File: src/rtl/csr_file_pkg.sv
// Shared definitions for the machine-mode CSR file: addresses, cause codes,
// mstatus field positions and redirect FSM encoding.
package csr_file_pkg;

   localparam logic [11:0] CSR_MSTATUS   = 12'h300;
   localparam logic [11:0] CSR_MTVEC     = 12'h305;
   localparam logic [11:0] CSR_MSCRATCH  = 12'h340;
   localparam logic [11:0] CSR_MEPC      = 12'h341;
   localparam logic [11:0] CSR_MCAUSE    = 12'h342;
   localparam logic [11:0] CSR_MCYCLE    = 12'hB00;
   localparam logic [11:0] CSR_MINSTRET  = 12'hB02;
   localparam logic [11:0] CSR_MCYCLEH   = 12'hB80;
   localparam logic [11:0] CSR_MINSTRETH = 12'hB82;
   localparam logic [11:0] CSR_MVENDORID = 12'hF11;
   localparam logic [11:0] CSR_MARCHID   = 12'hF12;

   localparam logic [31:0] INST_ADDR_MISALIGNED  = 32'd0;
   localparam logic [31:0] INST_ACCESS_FAULT     = 32'd1;
   localparam logic [31:0] ILLEGAL_INST          = 32'd2;
   localparam logic [31:0] BREAKPOINT            = 32'd3;
   localparam logic [31:0] LOAD_ADDR_MISALIGNED  = 32'd4;
   localparam logic [31:0] LOAD_ACCESS_FAULT     = 32'd5;
   localparam logic [31:0] STORE_ADDR_MISALIGNED = 32'd6;
   localparam logic [31:0] STORE_ACCESS_FAULT    = 32'd7;
   localparam logic [31:0] ECALL_FROM_U_MODE     = 32'd8;
   localparam logic [31:0] ECALL_FROM_S_MODE     = 32'd9;
   localparam logic [31:0] ECALL_FROM_M_MODE     = 32'd11;

   localparam int MSTATUS_MIE    = 3;
   localparam int MSTATUS_MPIE   = 7;
   localparam int MSTATUS_MPP_LO = 11;

   typedef enum logic {
      IDLE     = 1'b0,
      REDIRECT = 1'b1
   } redir_state_t;

   // Only MIE/MPIE are stored; MPP is hardwired to machine mode.
   typedef struct packed {
      logic mpie;
      logic mie;
   } mstatus_t;

   function automatic logic [31:0] mstatus_pack(input mstatus_t s);
      logic [31:0] v;
      v = '0;
      v[MSTATUS_MPP_LO +: 2] = 2'b11;
      v[MSTATUS_MPIE]        = s.mpie;
      v[MSTATUS_MIE]         = s.mie;
      return v;
   endfunction

endpackage

File: src/rtl/csr_counter64.sv
// 64-bit free-running counter with per-half load; a load on either half
// suppresses the increment for that cycle and no carry enters the loaded half.
module csr_counter64 (
   input  logic        clock,
   input  logic        arst_n,
   input  logic        inc,
   input  logic        we_lo,
   input  logic        we_hi,
   input  logic [31:0] wdata,
   output logic [63:0] count
);

   always_ff @(posedge clock or negedge arst_n) begin
      if (!arst_n) begin
         count <= '0;
      end else if (we_lo || we_hi) begin
         if (we_lo) count[31:0]  <= wdata;
         if (we_hi) count[63:32] <= wdata;
      end else if (inc) begin
         count <= count + 64'd1;
      end
   end

endmodule

File: src/rtl/csr_file.sv
// Machine-mode CSR file and trap sequencer; combinational read port, state updates next edge.
// Redirect is held valid with a stable PC until fetch accepts; a newer trap re-targets it.
module csr_file
   import csr_file_pkg::*;
#(
   parameter logic [31:0] MVENDORID   = 32'h79737978,
   parameter logic [31:0] MARCHID     = 32'h0,
   parameter logic [31:0] MSTATUS_RST = 32'h00001800
) (
   input  logic        clock,
   input  logic        arst_n,
   input  logic [11:0] rd_addr_i,
   output logic [31:0] rd_data_o,
   output logic        rd_illegal_o,
   input  logic        wb_csr_we_i,
   input  logic [11:0] wb_csr_addr_i,
   input  logic [31:0] wb_csr_wdata_i,
   input  logic        excp_flush_i,
   input  logic [31:0] excp_mcause_i,
   input  logic [31:0] excp_mepc_i,
   input  logic        mret_flush_i,
   input  logic        retire_i,
   output logic        redirect_valid_o,
   output logic [31:0] redirect_pc_o,
   input  logic        redirect_ready_i
);

   mstatus_t     mstatus;
   logic [31:0]  mtvec, mscratch, mepc, mcause;
   logic [63:0]  mcycle, minstret;
   redir_state_t state;

   logic        trap, csr_wr;
   logic [31:0] trap_target;

   assign trap        = excp_flush_i | mret_flush_i;
   assign csr_wr      = wb_csr_we_i & ~trap;
   assign trap_target = excp_flush_i ? mtvec : mepc;

   csr_counter64 u_mcycle (
      .clock (clock),
      .arst_n(arst_n),
      .inc   (1'b1),
      .we_lo (csr_wr && wb_csr_addr_i == CSR_MCYCLE),
      .we_hi (csr_wr && wb_csr_addr_i == CSR_MCYCLEH),
      .wdata (wb_csr_wdata_i),
      .count (mcycle)
   );

   csr_counter64 u_minstret (
      .clock (clock),
      .arst_n(arst_n),
      .inc   (retire_i),
      .we_lo (csr_wr && wb_csr_addr_i == CSR_MINSTRET),
      .we_hi (csr_wr && wb_csr_addr_i == CSR_MINSTRETH),
      .wdata (wb_csr_wdata_i),
      .count (minstret)
   );

   always_ff @(posedge clock or negedge arst_n) begin
      if (!arst_n) begin
         mstatus.mie  <= MSTATUS_RST[MSTATUS_MIE];
         mstatus.mpie <= MSTATUS_RST[MSTATUS_MPIE];
         mtvec        <= '0;
         mscratch     <= '0;
         mepc         <= '0;
         mcause       <= '0;
      end else if (excp_flush_i) begin
         mepc         <= excp_mepc_i & ~32'h3;
         mcause       <= excp_mcause_i;
         mstatus.mpie <= mstatus.mie;
         mstatus.mie  <= 1'b0;
      end else if (mret_flush_i) begin
         mstatus.mie  <= mstatus.mpie;
         mstatus.mpie <= 1'b1;
      end else if (csr_wr) begin
         case (wb_csr_addr_i)
            CSR_MSTATUS: begin
               mstatus.mie  <= wb_csr_wdata_i[MSTATUS_MIE];
               mstatus.mpie <= wb_csr_wdata_i[MSTATUS_MPIE];
            end
            CSR_MTVEC:    mtvec    <= wb_csr_wdata_i & ~32'h3;
            CSR_MSCRATCH: mscratch <= wb_csr_wdata_i;
            CSR_MEPC:     mepc     <= wb_csr_wdata_i & ~32'h3;
            CSR_MCAUSE:   mcause   <= wb_csr_wdata_i;
            default: ;
         endcase
      end
   end

   always_ff @(posedge clock or negedge arst_n) begin
      if (!arst_n) begin
         state            <= IDLE;
         redirect_valid_o <= 1'b0;
         redirect_pc_o    <= '0;
      end else begin
         case (state)
            IDLE: begin
               if (trap) begin
                  redirect_pc_o    <= trap_target;
                  redirect_valid_o <= 1'b1;
                  state            <= REDIRECT;
               end
            end
            REDIRECT: begin
               // A trap arriving with (or before) the accept replaces the pending target.
               if (trap) begin
                  redirect_pc_o <= trap_target;
               end else if (redirect_ready_i) begin
                  redirect_valid_o <= 1'b0;
                  state            <= IDLE;
               end
            end
            default: begin
               state            <= IDLE;
               redirect_valid_o <= 1'b0;
            end
         endcase
      end
   end

   always_comb begin
      rd_data_o    = '0;
      rd_illegal_o = 1'b0;
      case (rd_addr_i)
         CSR_MSTATUS:   rd_data_o = mstatus_pack(mstatus);
         CSR_MTVEC:     rd_data_o = mtvec;
         CSR_MSCRATCH:  rd_data_o = mscratch;
         CSR_MEPC:      rd_data_o = mepc;
         CSR_MCAUSE:    rd_data_o = mcause;
         CSR_MCYCLE:    rd_data_o = mcycle[31:0];
         CSR_MCYCLEH:   rd_data_o = mcycle[63:32];
         CSR_MINSTRET:  rd_data_o = minstret[31:0];
         CSR_MINSTRETH: rd_data_o = minstret[63:32];
         CSR_MVENDORID: rd_data_o = MVENDORID;
         CSR_MARCHID:   rd_data_o = MARCHID;
         default:       rd_illegal_o = 1'b1;
      endcase
   end

endmodule
File: config.mk
export PLATFORM = sky130hd
export DESIGN_NAME = csr_file
export DESIGN_NICKNAME = d
export VERILOG_FILES = /design/src/rtl/csr_file_pkg.sv /design/src/rtl/csr_counter64.sv /design/src/rtl/csr_file.sv
export SDC_FILE = /design/constraint.sdc
export NUM_CORES = 1
export LEC_CHECK = 0
export CORE_MARGIN = 4
export CORE_UTILIZATION = 55
export CTS_CLUSTER_DIAMETER = 200
export CTS_CLUSTER_SIZE = 25
export DETAILED_ROUTE_END_ITERATION = 6
export PLACE_DENSITY = 0.79
export SLEW_MARGIN = 15
export SYNTH_ARGS = -nofsm -noshare
export SYNTH_HDL_FRONTEND = slang
export SYNTH_SLANG_ARGS = --single-unit
File: constraint.sdc
create_clock -name clock -period 2.6 [get_ports clock]
set_input_delay 0.26 -clock clock [delete_from_list [all_inputs] [get_ports clock]]
set_output_delay 0.26 -clock clock [all_outputs]
set_load 0.01 [all_outputs]
## After elaboration in Yosys (flattened, before gate mapping)

Cells that the tools add are included.

- Bits in registers: 290
- Logic and storage cells: 101
- Output and inout port bits: 66

- Multiplexer cells: 31
- Reduce and logical (&&, ||, !) cells: 21
- Equality and inequality tests: 28
- Add/sub/neg operators: 2
- Bitwise operators: 6

Operators with widths:

| kind | count |
|---|---|
| 2-to-1 mux 32 bit | 14 |
| one-hot mux 32 bit (10 select lines) | 1 |
| 2-to-1 mux 64 bit | 3 |
| adder 64 x 1 -> 64 bit, second input constant | 2 |
| equality test 12 x 10 -> 1 bit, second input constant | 10 |
| equality test 12 bit, second input constant | 10 |
| OR reduction 11 bit | 1 |
| AND reduction 3 bit | 3 |
| 2-to-1 mux 2 bit | 4 |
| inequality test 2 x 1 -> 1 bit, second input constant | 4 |
| inequality test 2 bit, second input constant | 4 |
| AND reduction 4 bit | 2 |
| nonzero test 2 bit | 4 |
| 2-to-1 mux 1 bit | 7 |
| AND reduction 2 bit | 3 |
| nonzero test 3 bit | 2 |
| logical AND 1 bit | 4 |
| inverter 1 bit | 4 |
| one-hot mux 1 bit (2 select lines) | 2 |
| logical OR 1 bit | 2 |
| bitwise AND 1 bit | 1 |
| bitwise OR 1 bit | 1 |

## Longest topological paths before layout

Gate-level depths: netlist of the first run.

- Depth after elaboration: 7
- Depth in mapped cells: 10
- Depth with buffers taken out: 7

## Cells and area by module

A second synthesis of the first run with hierarchy kept.

- Cells, all modules: 1888
- Area total of the unflattened synthesis: 17541.8 um^2

By module, submodules not included:

| module | times used | seq. area each (um^2) | cells each | area each (um^2) |
|---|---|---|---|---|
| csr_file | 1 | 3953.8 | 847 | 9170.0 |
| csr_counter64 at u_minstret | 1 | 1601.5 | 530 | 4254.1 |
| csr_counter64 at u_mcycle | 1 | 1601.5 | 511 | 4117.7 |

## Worst setup path after synthesis of the first run

OpenSTA, ideal clock, no wires.

- Kind: in2reg
- Start: in mret_flush_i
- End: reg u_minstret.count[40]
- Arrival: 2.152 ns
- Setup slack: 0.329 ns
- Setup time: 0.119 ns
- Stages on the path: 8
- Data required time: 2.481 ns
- Cells stage by stage: buf_2 or4b_1 buf_4 o41ai_4 a21boi_4 buf_6 a21oi_1 o21a_1

- Cells in the longest elaborated chain, start to end: 7

Ends and longest elaborated chain:

| item | RTL line | text |
|---|---|---|
| from (decl) | csr_file.sv:21 | `input logic mret_flush_i,` |
| bitwise OR 1 bit (*) | csr_file.sv:36 | `assign trap = excp_flush_i \| mret_flush_i;` |
| inverter 1 bit (*) | csr_file.sv:37 | `assign csr_wr = wb_csr_we_i & ~trap;` |
| bitwise AND 1 bit (*) | csr_file.sv:37 |  |
| logical AND 1 bit, on equally long branches | csr_file.sv:54, csr_file.sv:55 |  |
| logical OR 1 bit | csr_counter64.sv:16 | `end else if (we_lo \|\| we_hi) begin` |
| inequality test 2 x 1 -> 1 bit (no line) / nonzero test 2 bit (equally long branches) | n/a |  |
| AND reduction 2 bit (no line) | n/a |  |
| to (signal assigned) | csr_counter64.sv:18 | `if (we_hi) count[63:32] <= wdata;` |
| to (signal assigned) | csr_counter64.sv:20 | `count <= count + 64'd1;` |
| to (decl) | csr_counter64.sv:10 | `output logic [63:0] count` |

Mark *: on every way between the ends. The rest lies on a longest branch, timed or not.
A chain may end at the register's enable or synchronous reset.

## Worst setup path in the final report of the first run

- Start: in rd_addr_i[9]
- End: out rd_data_o[7]

- Cells in the longest elaborated chain, start to end: 2

Ends and longest elaborated chain:

| item | RTL line | text |
|---|---|---|
| from (decl) | csr_file.sv:12 | `input logic [11:0] rd_addr_i,` |
| equality test 12 bit / equality test 12 x 10 -> 1 bit (equally long branches) | csr_file.sv:125 | `case (rd_addr_i)` |
| one-hot mux 32 bit (10 select lines) (*) | csr_file.sv:125 |  |
| to (decl) | csr_file.sv:13 | `output logic [31:0] rd_data_o,` |

Marked as above.

==> results.md, run 1 <==
- Routed wl met3: ~10 mm
- EDFF count, synth: 0
- Width of the chip: 182.0 um
- PwrDens: 432.4 nW/um^2
- Gr usage total: 45.75%
- CP startpoint: rd_addr_i[9]
- Critical path startpoint category: input pin
- Residual DRC: 4
- Setup violators final: 1
- Ys Warns: 0
- Rel. slew slack: 41.09%
- HPWL after detailed placement: 58.12 mm
- Simple-gate share of the synthesized area: 20.30%
- Vias in the first global route: 18320
- Total CTS buffers: 15
- Crit end category: output pin
- Post-Synthesis Cells: 1884
- Ys async rst share: 100.0%
- Hold Violations, Final: 0
- Fin crit share: 106.4%
- Maxcap violations: 0
- Outcome: complete, but fails checks
- RSZ-0062 raised after global routing: yes
- Worst-path maximum fanout: 10
- Vias: between 15000 and 20000
- Post-Synth Adder-Cell Area: 0.1502%
- Synth Register Bits: 286
- Synth Area in XOR/XNOR: 0.2629%
- Post-route ant nets: 0
- Synthesis-to-layout area growth: 28.77%
- Skew final: between 0.02 and 0.025 ns
- Post-synthesis cell area: 16660 um^2
- Initial core utilization: 55.90%
- Setup TNS: -0.1656 ns
- Worst-Margin Slew: roughly 0.88 ns
- Synth top area cells: dfrtp_1, mux2i_1, nand2_1, o21ai_0, a21oi_1
- FILL cells: 2241
- Worst Slack Setup Final: -0.1656 ns
- Routed WL: 77.89 mm
- DR vias/cell: about 7
- WL met1: between 20 and 30 mm
- Final Max Tran Viols: 0
- Final nets: 2345
- Clock transition at the registers of the reported paths: ~0.11 ns
- Syn Area/Cell: 8.841 um^2
- Post-synth top cells: dfrtp_1, nand2_1, o21ai_0, nor2_1, a21oi_1
- Port bufs: 188
- FP Rows: between 60 and 70
- Failing checks: design-rule violations, negative setup slack
- First-pass GRT wire length: around 120 mm
- Die Area: about 33000 um^2
- Hold Crit Class: input pin to asynchronous set/reset pin
- CP required: 2.34 ns
- Worst-Skew Late Latency: roughly 0.52 ns
- Gpl congestion: 1.086
- Crit path time final: 2.766 ns
- CTS tree: yes
- Clk root buf: clkbuf_16
- Initial antenna violation count: 5
- Netlist cell types: 71
- Fin util: 71.98%
- Layout cell share with drive strength beyond 1: 19.36%
- Clk buf depth: 3
- Top-count cell post-synth: dfrtp_1
- Max Used Layer: met5
- Area leader, netlist: dfrtp_1
- Clock sinks: 286
- Reg-to-reg startpoint: u_minstret.count[5]
- Largest family of logic cells by synthesized area: compound AO/OA/AOI/OAI gates
- Post-synthesis mux area share: 10.13%
- Core Area: 29800 um^2
- Met2 WL: 33.40 mm
- Post-synthesis compound-gate area fraction: 22.08%
- DRT iter0 DRCs: 2826
- Share of the synthesized area in the top cell type: 42.97%
- Drt first pass iters: 7
- Post-synthesis sequential area ratio: between 40% and 50%
- Critical path class: input pin to output pin
- Fmax: 361.6 MHz
- Leakage power: 9.575 nW
- Worst Path Arrival: 2.51 ns
- Total gr overflow: 0
- # IOs: 193
- Drt wl/cell: 29.84 um
- H-tree depth: 1
- Main synth FF type: dfrtp_1
- Largest net degree at the start of global routing: 179
- Highest ir drop seen on vdd: 0.0005142 V
- Chip height: 182.0 um
## registers in the layout (all words and copies together) (netlist names)
signal,flops
mcause,32
mepc,30
mscratch,32
mstatus,2
mtvec,30
redirect_pc_o,30
redirect_valid_o,1
state,1
u_mcycle.count,64
u_minstret.count,64
## path summary, 6_finish.rpt
path | to | slack [ns] | cells after the start
worst max-delay path | rd_data_o[7] | -0.17 | 8
worst min-delay path | mtvec[9] | 0.24 | 2
worst max register to register | u_minstret.count[63] | 0.05 | 8
worst min register to register | mscratch[0] | 0.52 | 2
max in group asynchronous | u_mcycle.count[52] | 1.57 | 3
min in group clock | redirect_pc_o[2] | 0.27 | 3
## what timing repair did
item / 4_1_cts / 5_1_grt
pin swaps: 8 / 7
setup buffers: 10 / 0
cloned: 1 / 0
hold buffers: 1 / 0
resized for setup: 79 / 50
endpoints found under the hold margin: 42 / 0
setup endpoints to repair: 36 / 34
## worst max-delay path: stages
cell             delay [ns]
clkdlybuf4s50_1        0.49
nor4bb_4               0.38
buf_4                  0.19
and3_4                 0.22
buf_6                  0.16
a221oi_1               0.09
nand3_1                0.13
clkdlybuf4s50_1        0.58
## logic make-up after synthesis
family          Yosys count
compound gates          577
xor+xnor                  5
fa+ha+maj                 2
buf+inv                 161
flops                   286
mux                     161
other cells               1
simple gates            691
## per-layer routing
| layer | up-vias | track usage (%) |
|---|---|---|
| met5 | - | 0 |
| met2 | 1546 | 68.90 |
| li1 | 7717 | - |
| met3 | 424 | 13.76 |
| met4 | 6 | 26.99 |
| met1 | 9018 | 58.47 |
## report_power, final
group          switching, mW  internal, mW  leakage [nW]  total (mW)
Combinational          0.914         0.645          5.77        1.56
Sequential             0.388          4.71          3.61        5.10
Clock                   1.55          1.07         0.197        2.62
## stage by stage
stage	cells	setup WS, ns	hold WS [ns]	instance area (um^2)	power, mW
2_1_floorplan	1885	0.3292	-0.03559	16660	5.618
3_5_place_dp	2577	-0.5235	0.1962	20760	6.630
3_3_place_gp	2577	-0.4487	0.1922	20760	6.569
6_report	2610	-0.1656	0.2413	21450	9.275
5_1_grt	2606	-0.1812	0.2765	21440	9.531
4_1_cts	2606	-0.2244	0.2510	21390	9.186
## placed cells by master (no fill, tap or decap), types with 9 or more instances in the layout
cell type	n
and3_1	19
buf_12	29
a22oi_1	67
clkdlybuf4s50_1	143
nand4_1	50
a22o_1	10
o32ai_1	12
a21oi_1	145
o22ai_1	36
and2_1	10
nor4_1	14
clkbuf_2	14
buf_4	230
nor2_1	150
nand3_1	87
clkbuf_16	15
nand2b_1	11
nor3_1	47
dlygate4sd2_1	19
o21ai_0	161
mux2i_1	101
a211oi_1	30
a221oi_2	10
o21a_1	9
nand2_1	215
inv_1	18
and4_1	11
mux2_2	60
a2bb2oi_1	10
a221oi_1	15
a31oi_1	13
dfrtp_1	285
## area by class of cell
cell class | count | area [um^2] | area share [%]
Multi-Input combinational cell | 1438 | 9100 | 42.43
Clock inverter | 2 | 25.02 | 0.1167
Inverter | 19 | 71.32 | 0.3325
Timing Repair Buffer | 456 | 4220 | 19.68
Antenna cell | 4 | 10.01 | 0.04667
Sequential cell | 286 | 7158 | 33.37
Clock buffer | 15 | 375.4 | 1.750
Tap cell | 390 | 488.0 | 2.275
(Power assumes the default switching activity.)
==> inputs of run 2 (changes only) <==
--- a/config.mk
+++ b/config.mk
@@ -7,7 +7,6 @@
 export LEC_CHECK = 0
 export CORE_MARGIN = 4
 export CORE_UTILIZATION = 55
-export CTS_CLUSTER_DIAMETER = 200
 export CTS_CLUSTER_SIZE = 25
 export DETAILED_ROUTE_END_ITERATION = 6
 export PLACE_DENSITY = 0.79
==> results.md, run 2 (synthesized netlist as in run 1, its figures left out) <==
- Outcome: complete, but fails checks
- Failing checks: negative setup slack
- Switch Pwr: 3.260 mW
- Rel. slew slack: 41.44%
- Clk pwr share: between 40% and 50%
- Most common cell after layout, fill and taps aside: dfrtp_1
- Top flop regs: u_mcycle.count: 64 flops, u_minstret.count: 64 flops
- Fin crit share: 100.2%
- Internal Power: roughly 8.3 mW
- Worst path buffer plus inverter count: 5
- Skew final: between 0.02 and 0.025 ns
- Worst Slack Setup Final: -0.004308 ns
- Initial core utilization: 55.90%
- Crit end category: output pin
- Residual DRC: 0
- Width of the chip: 182.0 um
- CP dominant cell by count: buf_4
- Largest net degree at the start of global routing: 179
- Worst-path maximum fanout: 5
- Crit-path cells: clkdlybuf4s50_1 > buf_4 > and4b_2 > nand2_1 > buf_4 > nor2_2 > buf_4 > a21oi_1 > nand3_1 > dlygate4sd2_1
- Crit path time final: 2.604 ns
- DRT iter0 DRCs: 3117
- DR vias/cell: 7.135
- Sw Ratio: 28.11%
- HPWL after detailed placement: 58.12 mm
- First-pass GRT wire length: around 120 mm
- Critical path's top delay family: buffers and inverters
- Port bufs: 188
- Total CTS buffers: 31
- Chip height: 182.0 um
- Post-route ant nets: 0
- Drt wl/cell: 29.81 um
- Highest ir drop seen on vdd: 0.0005891 V
- Gpl congestion: 1.086
- H-tree depth: 1
- Critical path class: input pin to output pin
- Pre-CTS WS: -0.5235 ns
- CTS tree: yes
- Critical path startpoint category: input pin
- Clk buf depth: 3
- Layout cell share with drive strength beyond 1: 20.98%
- Core Area: ~30000 um^2
- Worst Path Arrival: ~2.3 ns
- Fin util: between 70% and 80%
- Maxcap violations: 0
- Total gr overflow: 0
- Die Area: between 30000 and 40000 um^2
- Drt first pass iters: 7
- Slowest CP cell: clkdlybuf4s50_1
- Fmax: 384.0 MHz
- Leakage power: 9.951 nW
- PwrDens: about 520 nW/um^2
- Final nets: 2364
- FP Rows: 63
- Seq pwr share: 44.0%
- Routed WL: 79.11 mm
- Final Max Tran Viols: 0
- Combinational group share of total power: 13.5%
- Vias in the first global route: 18530
- Max stage delay on crit path: 0.44 ns
- CP required: approximately 2.3 ns
- Worst-Margin Slew: 0.8756 ns
- Gr usage total: a little under half
- Clock transition at the registers of the reported paths: around 0.06 ns
- Vias: 18940
- Hold Crit Class: input pin to asynchronous set/reset pin
- Initial antenna violation count: 3
- Most frequent cells in the layout: dfrtp_1, buf_4, nand2_1
- Worst-Skew Late Latency: 0.58 ns
- Clock sinks: ~290
- Hold Violations, Final: 0
- # IOs: ~190
- Setup violators final: 1
- Synthesis-to-layout area growth: 33.28%
- Clk root buf: clkbuf_16
## run 2: area by class of cell
| cell class | count | area [um^2] |
|---|---|---|
| Multi-Input combinational cell | 1438 | 9100 |
| Antenna cell | 5 | 12.51 |
| Clock buffer | 42 | 887.1 |
| Clock inverter | 15 | 236.5 |
| Tap cell | 390 | 488.0 |
| Timing Repair Buffer | 459 | 4244 |
| Inverter | 19 | 71.32 |
| Fill cell | 2141 | 7597 |
| Sequential cell | 286 | 7159 |
## run 2: worst paths after layout
| check | to | slack (ns) | cells past startpoint | from |
|---|---|---|---|---|
| max | rd_data_o[18] | -0.004 | 10 | rd_addr_i[9] |
| min | mepc[4] | 0.18 | 2 | arst_n |
| max reg2reg | u_minstret.count[63] | 0.03 | 8 | u_minstret.count[11] |
| min reg2reg | mscratch[16] | 0.52 | 1 | mscratch[16] |
| max in group asynchronous | mtvec[25] | 1.59 | 3 | arst_n |
| min in group clock | redirect_pc_o[2] | 0.21 | 3 | excp_flush_i |
## run 2: repair_timing
item                                   4_1_cts  5_1_grt
setup buffers                                9        4
gates cloned                                 1        0
resized for setup                           89       58
setup endpoints to repair                   36       33
hold buffers                                 1        0
pin swaps                                   10        6
endpoints found under the hold margin       42        0
## run 2: power groups by stage
stage / clock network (mW) / logic, mW / registers (mW)
after floorplan: 0 / 0.613 / 5.00
after global placement: 0 / 1.43 / 5.14
after detailed placement: 0 / 1.49 / 5.14
after CTS: 4.90 / 1.52 / 5.07
after global routing: 5.08 / 1.66 / 5.11
final: 4.93 / 1.57 / 5.10
## run 2: per-stage QoR
| stage | hold slack (ns) | TNS (ns) | cell area, um^2 | power, mW | cells |
|---|---|---|---|---|---|
| 3_3_place_gp | 0.1922 | -13.10 | 20760 | 6.569 | 2577 |
| 4_1_cts | 0.2003 | -0.6081 | 22150 | 11.49 | 2645 |
| 5_1_grt | 0.2189 | -0.01798 | 22190 | 11.85 | 2649 |
| 3_5_place_dp | 0.1962 | -16.42 | 20760 | 6.630 | 2577 |
| 6_report | 0.1838 | -0.004308 | 22200 | 11.60 | 2654 |
| 2_1_floorplan | -0.03559 | 0 | 16660 | 5.618 | 1885 |
## run 2: routing by layer
metal / routed length [um] / vias up / GRT usage [%]
met2: 34160 / 1600 / 70.23
li1: - / 7791 / -
met5: 23 / - / 0
met4: 6096 / 2 / 26.33
met1: 28480 / 9106 / 60.09
met3: 10350 / 436 / 12.70
